<file path="config.mk">
export PLATFORM = sky130hd
export DESIGN_NAME = pool2d_stream
export DESIGN_NICKNAME = d
export VERILOG_FILES = /design/src/rtl/pool2d_stream.sv
export SDC_FILE = /design/constraint.sdc
export NUM_CORES = 1
export LEC_CHECK = 0
export CORE_ASPECT_RATIO = 0.8
export CORE_UTILIZATION = 44
export DETAILED_ROUTE_END_ITERATION = 16
export HOLD_SLACK_MARGIN = 0.12
export PLACE_DENSITY_LB_ADDON = 0.25
export REMOVE_ABC_BUFFERS = 1
export SLEW_MARGIN = 0
export SYNTH_ARGS = -nofsm -noshare
export SYNTH_HDL_FRONTEND = slang
export SYNTH_SLANG_ARGS = --single-unit
</file>
<file path="constraint.sdc">
create_clock -name clk -period 4.1 [get_ports clk]
set_input_delay 0.41 -clock clk [delete_from_list [all_inputs] [get_ports clk]]
set_output_delay 0.41 -clock clk [all_outputs]
set_load 0.1 [all_outputs]
</file>
<file path="src/rtl/pool2d_stream.sv">
// pool2d_stream
// Streaming 2-D pooling layer that takes one signed pixel per cycle in raster
// order. It pools non-overlapping KxK windows (stride K) in either average or
// max mode. It emits one pooled pixel per completed window, tagged with its
// output row and column.
//
// Ports:
//   clk         rising-edge clock
//   reset       synchronous, active-high reset (wins over enable)
//   enable      global enable; when low, input is ignored and state holds
//   mode        0 = average, 1 = max; latched on the first pixel of a frame
//   in_valid    in_data carries a pixel this cycle
//   in_data     signed input pixel
//   out_valid   one-cycle strobe: out_data/out_row/out_col are new
//   out_data    signed pooled pixel
//   out_row     output row index of out_data
//   out_col     output column index of out_data
//   frame_done  one-cycle pulse with the last output of a frame
//   busy        high from the first accepted pixel of a frame until frame_done
module pool2d_stream #(
    parameter int DATA_W = 8,
    parameter int IMG_W  = 28,
    parameter int IMG_H  = 28,
    parameter int K      = 2,
    localparam int OUT_W = IMG_W / K,
    localparam int OUT_H = IMG_H / K
) (
    input  logic                                         clk,
    input  logic                                         reset,
    input  logic                                         enable,
    input  logic                                         mode,
    input  logic                                         in_valid,
    input  logic signed [DATA_W-1:0]                     in_data,
    output logic                                         out_valid,
    output logic signed [DATA_W-1:0]                     out_data,
    output logic [((OUT_H > 1) ? $clog2(OUT_H) : 1)-1:0] out_row,
    output logic [((OUT_W > 1) ? $clog2(OUT_W) : 1)-1:0] out_col,
    output logic                                         frame_done,
    output logic                                         busy
);

    localparam int LOG2K  = $clog2(K);
    localparam int SHIFT  = 2 * LOG2K;
    localparam int ACC_W  = DATA_W + SHIFT;
    localparam int COL_W  = (IMG_W > 1) ? $clog2(IMG_W) : 1;
    localparam int ROW_W  = (IMG_H > 1) ? $clog2(IMG_H) : 1;
    localparam int OCOL_W = (OUT_W > 1) ? $clog2(OUT_W) : 1;
    localparam int OROW_W = (OUT_H > 1) ? $clog2(OUT_H) : 1;

    if ((K < 1) || ((K & (K - 1)) != 0) || ((IMG_W % K) != 0) || ((IMG_H % K) != 0)) begin : g_bad_params
        $fatal(1, "pool2d_stream: K must be a power of two that divides IMG_W and IMG_H");
    end

    logic [COL_W-1:0]         col_q, col_d;
    logic [ROW_W-1:0]         row_q, row_d;
    logic                     mode_q, mode_d;
    logic signed [ACC_W-1:0]  acc_q [OUT_W];
    logic signed [ACC_W-1:0]  acc_d [OUT_W];
    logic                     out_valid_q, out_valid_d;
    logic signed [DATA_W-1:0] out_data_q, out_data_d;
    logic [OROW_W-1:0]        out_row_q, out_row_d;
    logic [OCOL_W-1:0]        out_col_q, out_col_d;
    logic                     frame_done_q, frame_done_d;
    logic                     busy_q, busy_d;

    logic                     accept;
    logic                     at_origin;
    logic                     win_first;
    logic                     win_last;
    logic                     frame_last;
    logic                     cur_mode;
    logic [OCOL_W-1:0]        win_col;
    logic [OROW_W-1:0]        win_row;
    logic signed [ACC_W-1:0]  pix_ext;
    logic signed [ACC_W-1:0]  acc_sel;
    logic signed [ACC_W-1:0]  win_val;
    logic signed [ACC_W-1:0]  win_avg;

    // Position of the incoming pixel inside its pooling window.
    always_comb begin
        accept     = enable && in_valid;
        at_origin  = (col_q == '0) && (row_q == '0);
        win_first  = ((int'(col_q) % K) == 0) && ((int'(row_q) % K) == 0);
        win_last   = ((int'(col_q) % K) == K - 1) && ((int'(row_q) % K) == K - 1);
        frame_last = (col_q == COL_W'(IMG_W - 1)) && (row_q == ROW_W'(IMG_H - 1));
        win_col    = OCOL_W'(int'(col_q) / K);
        win_row    = OROW_W'(int'(row_q) / K);
    end

    // The first pixel of a frame uses the live mode input, because the latch
    // only captures it on that same edge.
    // The first pixel of a window replaces the accumulator. This also makes
    // K=1 degenerate cleanly to a pass-through.
    always_comb begin
        cur_mode = at_origin ? mode : mode_q;
        pix_ext  = ACC_W'(in_data);
        acc_sel  = acc_q[win_col];
        if (win_first) begin
            win_val = pix_ext;
        end else if (cur_mode) begin
            win_val = (acc_sel > pix_ext) ? acc_sel : pix_ext;
        end else begin
            win_val = acc_sel + pix_ext;
        end
        win_avg = win_val >>> SHIFT;
    end

    always_comb begin
        col_d        = col_q;
        row_d        = row_q;
        mode_d       = mode_q;
        acc_d        = acc_q;
        out_valid_d  = 1'b0;
        out_data_d   = out_data_q;
        out_row_d    = out_row_q;
        out_col_d    = out_col_q;
        frame_done_d = 1'b0;
        busy_d       = busy_q;
        if (accept) begin
            acc_d[win_col] = win_val;
            if (at_origin) begin
                mode_d = mode;
            end
            if (col_q == COL_W'(IMG_W - 1)) begin
                col_d = '0;
                row_d = (row_q == ROW_W'(IMG_H - 1)) ? '0 : row_q + 1'b1;
            end else begin
                col_d = col_q + 1'b1;
            end
            if (win_last) begin
                out_valid_d  = 1'b1;
                out_data_d   = DATA_W'(cur_mode ? win_val : win_avg);
                out_row_d    = win_row;
                out_col_d    = win_col;
                frame_done_d = frame_last;
            end
            busy_d = !frame_last;
        end
    end

    always_ff @(posedge clk) begin
        if (reset) begin
            col_q        <= '0;
            row_q        <= '0;
            mode_q       <= 1'b0;
            for (int i = 0; i < OUT_W; i++) begin
                acc_q[i] <= '0;
            end
            out_valid_q  <= 1'b0;
            out_data_q   <= '0;
            out_row_q    <= '0;
            out_col_q    <= '0;
            frame_done_q <= 1'b0;
            busy_q       <= 1'b0;
        end else begin
            col_q        <= col_d;
            row_q        <= row_d;
            mode_q       <= mode_d;
            acc_q        <= acc_d;
            out_valid_q  <= out_valid_d;
            out_data_q   <= out_data_d;
            out_row_q    <= out_row_d;
            out_col_q    <= out_col_d;
            frame_done_q <= frame_done_d;
            busy_q       <= busy_d;
        end
    end

    // busy also looks at the pixel being accepted at the frame origin. This
    // lets a back-to-back frame keep busy high through the frame_done cycle.
    assign busy       = busy_q || (accept && at_origin && !reset);
    assign out_valid  = out_valid_q;
    assign out_data   = out_data_q;
    assign out_row    = out_row_q;
    assign out_col    = out_col_q;
    assign frame_done = frame_done_q;

endmodule

</file>
==> flow_metrics.py, run 1 <==
metrics = {
    "floorplan": {
        "core_um2": 19090,
        "start_util_pct": 45.32,
        "die_width_um": 158.8,
        "die_y_um": 127.4,
        "row_count": 45,
        "dieArea_um2": 20230,
        "top_level_ports": 32,
    },
    "logic_synthesis": {
        "synthesis.area_um2": 8651,
        "netlist-cell-type-count": 83,
        "total_number_of_yosys_warnings": 0,
        "yosys_most_used_dff": "sky130_fd_sc_hd__dfxtp_1",
        "ys_async_sr_fraction_pct": 0,
        "synth.ff_latch_count": 170,
        "top_area_cell_type_share_of_the_netlist_area_pct": 39.34,
        "synth.yosys.seq_area_share_pct": 39.34,
        "synth.most_common_cell": "sky130_fd_sc_hd__dfxtp_1",
        "ys_top_cells_by_area": "sky130_fd_sc_hd__dfxtp_1 (39%), sky130_fd_sc_hd__mux4_2 (6.2%), sky130_fd_sc_hd__nand3_1 (5.8%)",
        "netlist_top_cells_count": "sky130_fd_sc_hd__dfxtp_1 (170), sky130_fd_sc_hd__nand3_1 (101), sky130_fd_sc_hd__a21oi_1 (82)",
        "netlist_instances": 966,
        "postSynthAreaPerCell_um2": 8.955,
        "netlist.top_cell.by_area": "sky130_fd_sc_hd__dfxtp_1",
        "synth-edff-count": 0,
    },
    "power": {
        "pwr_density_cell_nw_per_um2": 376.7,
        "power_report.internal_total_w": 0.002741,
        "clkPwrFrac_pct": 44.0,
        "comb_power_share_pct": 12.1,
        "sequentialPowerShare_pct": 43.9,
        "power_switching_share_pct": 27.82,
        "ir_drop_v": 0.0002551,
        "static-leakage-power_nw": 3.538,
        "net-switching-power_w": 0.001056,
    },
    "cells_and_area": {
        "finalInstanceArea_um2": 10080,
        "n_antenna_cell": 0,
        "final_cell_count_no_fill": 1266,
        "layout_cell_share_with_drive_strength_beyond_1_pct": 15.97,
        "flow.area_growth_from_synthesis_pct": 16.50,
        "final_nets": 1034,
    },
    "critical_path": {
        "worst_path_required_time_ns": 4.44,
        "timing.critical_path.mode_cell": "sky130_fd_sc_hd__buf_12",
        "critical_path_peak_fanout": 14,
        "setup.worst_path.start_class": "register",
        "critPathCaptureType": "register",
        "timing.critical_path.slowest_cell_delay_ns": 0.51,
        "worst_setup_path_class": "reg -> reg",
        "worst_path_dominant_cell_family": "compound AO/OA/AOI/OAI gates",
        "path_cells": "buf_12 -> mux4_2 -> o22ai_2 -> a31oi_2 -> ha_1 -> fa_1 -> nand2b_1 -> a2111oi_2 -> buf_4 -> or4_1 -> a21oi_2 -> a2111oi_4 -> buf_12 -> a211oi_1",
        "worst-endpoint-arrival_ns": 4.27,
        "critPathBufInv": 3,
        "worst_path_cell_with_the_longest_stage_delay": "sky130_fd_sc_hd__mux4_2",
    },
    "global_route": {
        "grt_start_max_net_pins": 72,
        "number_of_antenna_violations_at_the_first_check_in_global_routing": 0,
        "grt_usage_pct": 25.17,
        "grt.overflow.total": 0,
        "global_route_wire_length_before_repair_um": 40390,
        "first_global_vias": 7280,
    },
    "sta": {
        "layout_min_cycle_time_ns": 3.931,
        "timing.final.hold_violations": 0,
        "unrepaired_setup_endpoints_after_global_routing": "no",
        "report.final.setup_viol": 0,
        "finalMaxSlewViolations": 0,
        "setup-tns-final_ns": 0,
        "worst_slew_pin_slew_ns": 1.077,
        "clock.fmax_mhz": 254.4,
        "worst_slew_margin_relative_to_its_limit_pct": 27.62,
        "skew_ns": 0.01545,
        "worst_path_setup_slack_after_routing_ns": 0.1692,
        "layout_worst_path_cycle_share_pct": 95.87,
        "finalHoldWorstSlack_ns": 0.4224,
    },
    "detailed_routing": {
        "viasPerCell": 6.124,
        "post_dr_wirelength_cell_um": 19.75,
        "number_of_vias_after_detailed_routing": 7753,
        "drt_pass1_iterations": 8,
        "initialDrtViolationCount": 764,
        "ant_nets": 0,
        "drc": 0,
        "routed_wire_length_um": 25010,
    },
    "clocking": {
        "cts_buffer_depth": 2,
        "tritoncts": "built",
        "insertion_delay_ns": 0.44,
        "path_clk_slew_ns": 0.07,
        "cts_made_buffers": 17,
        "clkSinkCount": 170,
        "ctsHtreeMaxLevel": 4,
        "cts-root-buf": "sky130_fd_sc_hd__clkbuf_16",
    },
    "placement": {
        "dp_cells": 1233,
        "port-buffer-count": 31,
        "placement.cell_area_um2": 9403,
        "hpwlAfterDp_um": 17390,
        "pre_cts_ws_ns": -0.004998,
        "globalplace.congestion": 0.8811,
    },
    "run": {
        "timing.max_cap.violations": 0,
    },
    "run_status": {
        "status": "complete, no violations",
    },
    "min_path": {
        "hold_path_class": "in -> reg",
    },
}
==> layout by cell type, fill, tap and decap left out, types with 4 or more instances in the layout <==
master	Yosys	final
sky130_fd_sc_hd__clkbuf_16	0	17
sky130_fd_sc_hd__nand2_1	75	75
sky130_fd_sc_hd__dfxtp_1	170	168
sky130_fd_sc_hd__or4_1	4	4
sky130_fd_sc_hd__mux2i_1	14	14
sky130_fd_sc_hd__inv_1	24	23
sky130_fd_sc_hd__mux4_2	24	24
sky130_fd_sc_hd__a211oi_1	30	30
sky130_fd_sc_hd__buf_12	0	8
sky130_fd_sc_hd__nor2_1	70	70
sky130_fd_sc_hd__o22ai_1	9	8
sky130_fd_sc_hd__o21ai_1	10	11
sky130_fd_sc_hd__a31oi_1	4	4
sky130_fd_sc_hd__nand2b_1	5	5
sky130_fd_sc_hd__nand3_1	101	101
sky130_fd_sc_hd__clkdlybuf4s50_1	0	29
sky130_fd_sc_hd__o21ai_0	61	60
sky130_fd_sc_hd__o31ai_1	4	4
sky130_fd_sc_hd__nand4_1	21	21
sky130_fd_sc_hd__inv_8	0	5
sky130_fd_sc_hd__ha_1	25	24
sky130_fd_sc_hd__o41ai_1	34	31
sky130_fd_sc_hd__o211ai_1	4	4
sky130_fd_sc_hd__buf_4	4	47
sky130_fd_sc_hd__o41ai_2	2	5
sky130_fd_sc_hd__a221oi_1	4	4
sky130_fd_sc_hd__nor2b_1	9	9
sky130_fd_sc_hd__mux2_2	12	12
sky130_fd_sc_hd__a21oi_1	82	81
sky130_fd_sc_hd__nor3_1	16	16
sky130_fd_sc_hd__nor4_1	4	4
==> power by group through the flow <==
stage               sequential (W)  clock, W  combinational [W]
global route               0.00167   0.00176           0.000491
global placement           0.00170         0           0.000437
CTS                        0.00167   0.00169           0.000442
detailed placement         0.00170         0           0.000438
floorplan                  0.00171         0           0.000246
finish                     0.00167   0.00167           0.000460
==> final cells by class <==
cell class	instances	area [um2]
Sequential cell	170	3411
Inverter	25	93.84
Timing Repair Buffer	85	814.5
Tap cell	258	322.8
Fill cell	1746	9009
Multi-Input combinational cell	696	4833
Clock inverter	15	177.7
Clock buffer	17	425.4
==> per-stage QoR <==
| stage | power [W] | utilization (%) |
|---|---|---|
| after floorplan | 0.001952 | - |
| after global placement | 0.002142 | 49.26 |
| after detailed placement | 0.002143 | 49.26 |
| after CTS | 0.003797 | 52.44 |
| after global routing | 0.003920 | 52.80 |
| final | 0.003797 | 52.80 |
==> per-layer routing <==
layer	vias to the layer above	track usage, %	share of wire (%)
li1	3703	-	-
met1	3746	36.39	49
met2	275	38.29	44
met4	0	6.568	1.5
met3	29	4.740	6.1
met5	-	0	0
==> what timing repair did <==
item	CTS	global route
hold buffers	0	0
setup buffers	0	1
endpoints found under the setup margin	38	141
gates resized for setup	2	13
pin swaps	0	2
endpoints found under the hold margin	0	0
==> sequential cells by signal (all words and copies together), names as in the netlist <==
name / flops
acc_q: 140
out_data: 8
col_q: 5
row_q: 5
out_col: 4
out_row: 4
busy_q: 1
frame_done: 1
mode_q: 1
out_valid: 1
==> final timing paths <==
path / end / from / cells after the start / slack [ns]
setup / recovery: acc_q[46] / col_q[1] / 14 / 0.17
hold / removal: col_q[2] / reset / 2 / 0.42
setup reg to reg: acc_q[46] / col_q[1] / 14 / 0.17
hold reg to reg: out_col[3] / out_col[3] / 2 / 0.45
==> logic make-up (layout without fill, tap and decap cells) <==
family,Yosys count,in the layout,share of synthesized area (%)
flip-flops,170,170,39.34
XOR/XNOR,4,4,0.4050
multiplexers,50,50,9.430
AND/OR/NAND/NOR,330,330,18.74
buffers and inverters,100,142,5.438
AO/OA/AOI/OAI,286,286,22.79
adder cells (fa/ha/maj),26,26,3.847
(Power assumes the default switching activity.)
==> run 2: changes to the inputs <==
--- a/config.mk
+++ b/config.mk
@@ -11,6 +11,7 @@
 export HOLD_SLACK_MARGIN = 0.12
 export PLACE_DENSITY_LB_ADDON = 0.25
 export REMOVE_ABC_BUFFERS = 1
+export SKIP_CTS_REPAIR_TIMING = 1
 export SLEW_MARGIN = 0
 export SYNTH_ARGS = -nofsm -noshare
 export SYNTH_HDL_FRONTEND = slang
==> results of run 2 <==
The final DEF is identical to that of run 1; final timing and power are the same.
==> run 3: changes to the inputs <==
--- a/config.mk
+++ b/config.mk
@@ -5,9 +5,12 @@
 export SDC_FILE = /design/constraint.sdc
 export NUM_CORES = 1
 export LEC_CHECK = 0
+export CELL_PAD_IN_SITES_DETAIL_PLACEMENT = 0
+export CELL_PAD_IN_SITES_GLOBAL_PLACEMENT = 1
 export CORE_ASPECT_RATIO = 0.8
-export CORE_UTILIZATION = 44
+export CORE_UTILIZATION = 43
 export DETAILED_ROUTE_END_ITERATION = 16
+export GPL_TIMING_DRIVEN = 0
 export HOLD_SLACK_MARGIN = 0.12
 export PLACE_DENSITY_LB_ADDON = 0.25
 export REMOVE_ABC_BUFFERS = 1
==> run 3 against run 2 <==
  * Core utilization is 0.51 points lower
  * Cell count fell by 0.71%
  * Sequential power is essentially flat
  * Clock power about the same
  * Combinational power up 11%
  * Wire length grew 6.0%
  * Highest routed layer unchanged
==> flow_metrics.py, run 3 (same netlist as run 1, synthesis figures left out) <==
metrics = {
    "global_route": {
        "grt.overflow.total": 0,
        "global_route_wire_length_before_repair_um": 39720,
        "first_global_vias": 6964,
        "grt_start_max_net_pins": 89,
        "number_of_antenna_violations_at_the_first_check_in_global_routing": 0,
        "grt_usage_pct": 24.81,
    },
    "clocking": {
        "insertion_delay_ns": 0.44,
        "cts-root-buf": "sky130_fd_sc_hd__clkbuf_16",
        "clkSinkCount": 170,
        "cts_buffer_depth": 2,
        "tritoncts": "built",
        "cts_made_buffers": 17,
        "path_clk_slew_ns": 0.07,
        "ctsHtreeMaxLevel": 4,
    },
    "detailed_routing": {
        "number_of_vias_after_detailed_routing": 7640,
        "drc": 0,
        "ant_nets": 0,
        "initialDrtViolationCount": 671,
        "viasPerCell": 6.078,
        "post_dr_wirelength_cell_um": 21.09,
        "drt_pass1_iterations": 8,
        "routed_wire_length_um": 26510,
    },
    "floorplan": {
        "row_count": 46,
        "dieArea_um2": 20690,
        "die_width_um": 160.6,
        "top_level_ports": 32,
        "start_util_pct": 43.82,
        "core_um2": 19740,
        "die_y_um": 128.9,
    },
    "placement": {
        "hpwlAfterDp_um": 16610,
        "placement.cell_area_um2": 9012,
        "globalplace.congestion": 0.8123,
        "port-buffer-count": 31,
    },
    "critical_path": {
        "critical_path_peak_fanout": 14,
        "critPathCaptureType": "register",
        "worst-endpoint-arrival_ns": 4.34,
        "worst_setup_path_class": "reg -> reg",
        "setup.worst_path.start_class": "register",
        "worst_path_required_time_ns": 4.38,
    },
    "sta": {
        "finalHoldWorstSlack_ns": 0.4516,
        "worst_slew_margin_relative_to_its_limit_pct": 25.37,
        "setup-tns-final_ns": 0,
        "skew_ns": 0.009152,
        "unrepaired_setup_endpoints_after_global_routing": "yes",
        "report.final.setup_viol": 0,
        "clock.fmax_mhz": 246.3,
        "layout_worst_path_cycle_share_pct": 99.03,
        "timing.final.hold_violations": 0,
        "layout_min_cycle_time_ns": 4.060,
        "worst_slew_pin_slew_ns": 1.111,
        "finalMaxSlewViolations": 0,
    },
    "cells_and_area": {
        "layout_cell_share_with_drive_strength_beyond_1_pct": 16.62,
        "regArea_um2": 3418,
        "final_nets": 1022,
        "layout_commonest_cell": "sky130_fd_sc_hd__dfxtp_1",
        "commonest_cells_after_routing_fill_and_taps_aside": "sky130_fd_sc_hd__dfxtp_1 (166), sky130_fd_sc_hd__nand3_1 (100), sky130_fd_sc_hd__a21oi_1 (81)",
        "finalInstanceArea_um2": 10320,
        "post-route-util_pct": 52.29,
        "registers.top_by_ff_count": "acc_q",
        "n_antenna_cell": 0,
        "largest_register_ff_count": 140,
        "fillers": 1819,
        "multi_input_comb_area_um2": 5061,
        "flow.area_growth_from_synthesis_pct": 19.34,
    },
    "power": {
        "pwr_density_cell_nw_per_um2": 369.9,
        "sequentialPowerShare_pct": 43.6,
        "static-leakage-power_nw": 3.490,
        "comb_power_share_pct": 13.4,
        "net-switching-power_w": 0.001034,
        "clkPwrFrac_pct": 43.0,
        "power_report.internal_total_w": 0.002784,
        "ir_drop_v": 0.0002368,
        "power_switching_share_pct": 27.08,
        "totalPowerFinal_w": 0.003818,
    },
    "run_status": {
        "status": "complete, no violations",
    },
    "min_path": {
        "hold_path_class": "reg -> reg",
    },
    "run": {
        "timing.max_cap.violations": 0,
    },
}
[run 3: changes by cell type in the layout (fill, tap and decap cells not counted), sizes merged]
| cell | delta |
|---|---|
| buf | -19 |
| clkbuf | +8 |
| inv | -5 |
| clkinv | -4 |
| clkinvlp | +2 |
| clkdlybuf4s50 | +1 |
| o221a | +1 |
| o221ai | +1 |
[run 3: power by group through the flow]
stage               clock (W)  sequential (W)  combinational [W]
floorplan                   0         0.00171           0.000246
global placement            0         0.00171           0.000384
detailed placement          0         0.00171           0.000397
CTS                   0.00166         0.00167           0.000400
global route          0.00173         0.00167           0.000541
finish                0.00164         0.00167           0.000511
[run 3: area by class of cell]
type,count,area share [%]
multi-input combinational,698,49.02
sequential,170,33.11
timing repair buffer,71,8.047
clock buffer,21,4.557
tap,264,3.200
clock inverter,8,1.091
inverter,25,0.9696
[run 3: path summary, 6_finish.rpt]
check                           cells after the start        from  slack (ns)         end
worst max-delay path                               14    col_q[1]        0.04   acc_q[40]
worst min-delay path                                2  out_col[2]        0.45  out_col[2]
worst max register to register                     14    col_q[1]        0.04   acc_q[40]
worst min register to register                      2  out_col[2]        0.45  out_col[2]
[run 3: worst max-delay path: stages, from the launching register on]
cell and delay [ns]:
sky130_fd_sc_hd__dfxtp_4 0.44, sky130_fd_sc_hd__buf_12 0.18, sky130_fd_sc_hd__mux4_2 0.53, sky130_fd_sc_hd__mux2i_2 0.19, sky130_fd_sc_hd__o221a_2 0.28, sky130_fd_sc_hd__inv_1 0.12, sky130_fd_sc_hd__ha_4 0.31, sky130_fd_sc_hd__nand4_1 0.20
sky130_fd_sc_hd__or2_4 0.34, sky130_fd_sc_hd__o221a_2 0.35, sky130_fd_sc_hd__buf_4 0.16, sky130_fd_sc_hd__o211a_1 0.24, sky130_fd_sc_hd__a311oi_4 0.26, sky130_fd_sc_hd__buf_12 0.19, sky130_fd_sc_hd__a211oi_1 0.08
[run 3: stage by stage]
stage               setup slack (ns)  instances
floorplan                    -0.9993        891
global placement              -5.704       1186
detailed placement            -1.233       1190
CTS                           -1.332       1219
global route                -0.04116       1257
finish                       0.03961       1257
[run 3: layer usage]
metal | up-vias | global-route usage [%] | routed length, um
met4 | 0 | 6.947 | 280
met2 | 266 | 37.25 | 11660
met1 | 3665 | 35.82 | 12770
met5 | - | 0 | 0
met3 | 22 | 5.190 | 1800
li1 | 3687 | - | -
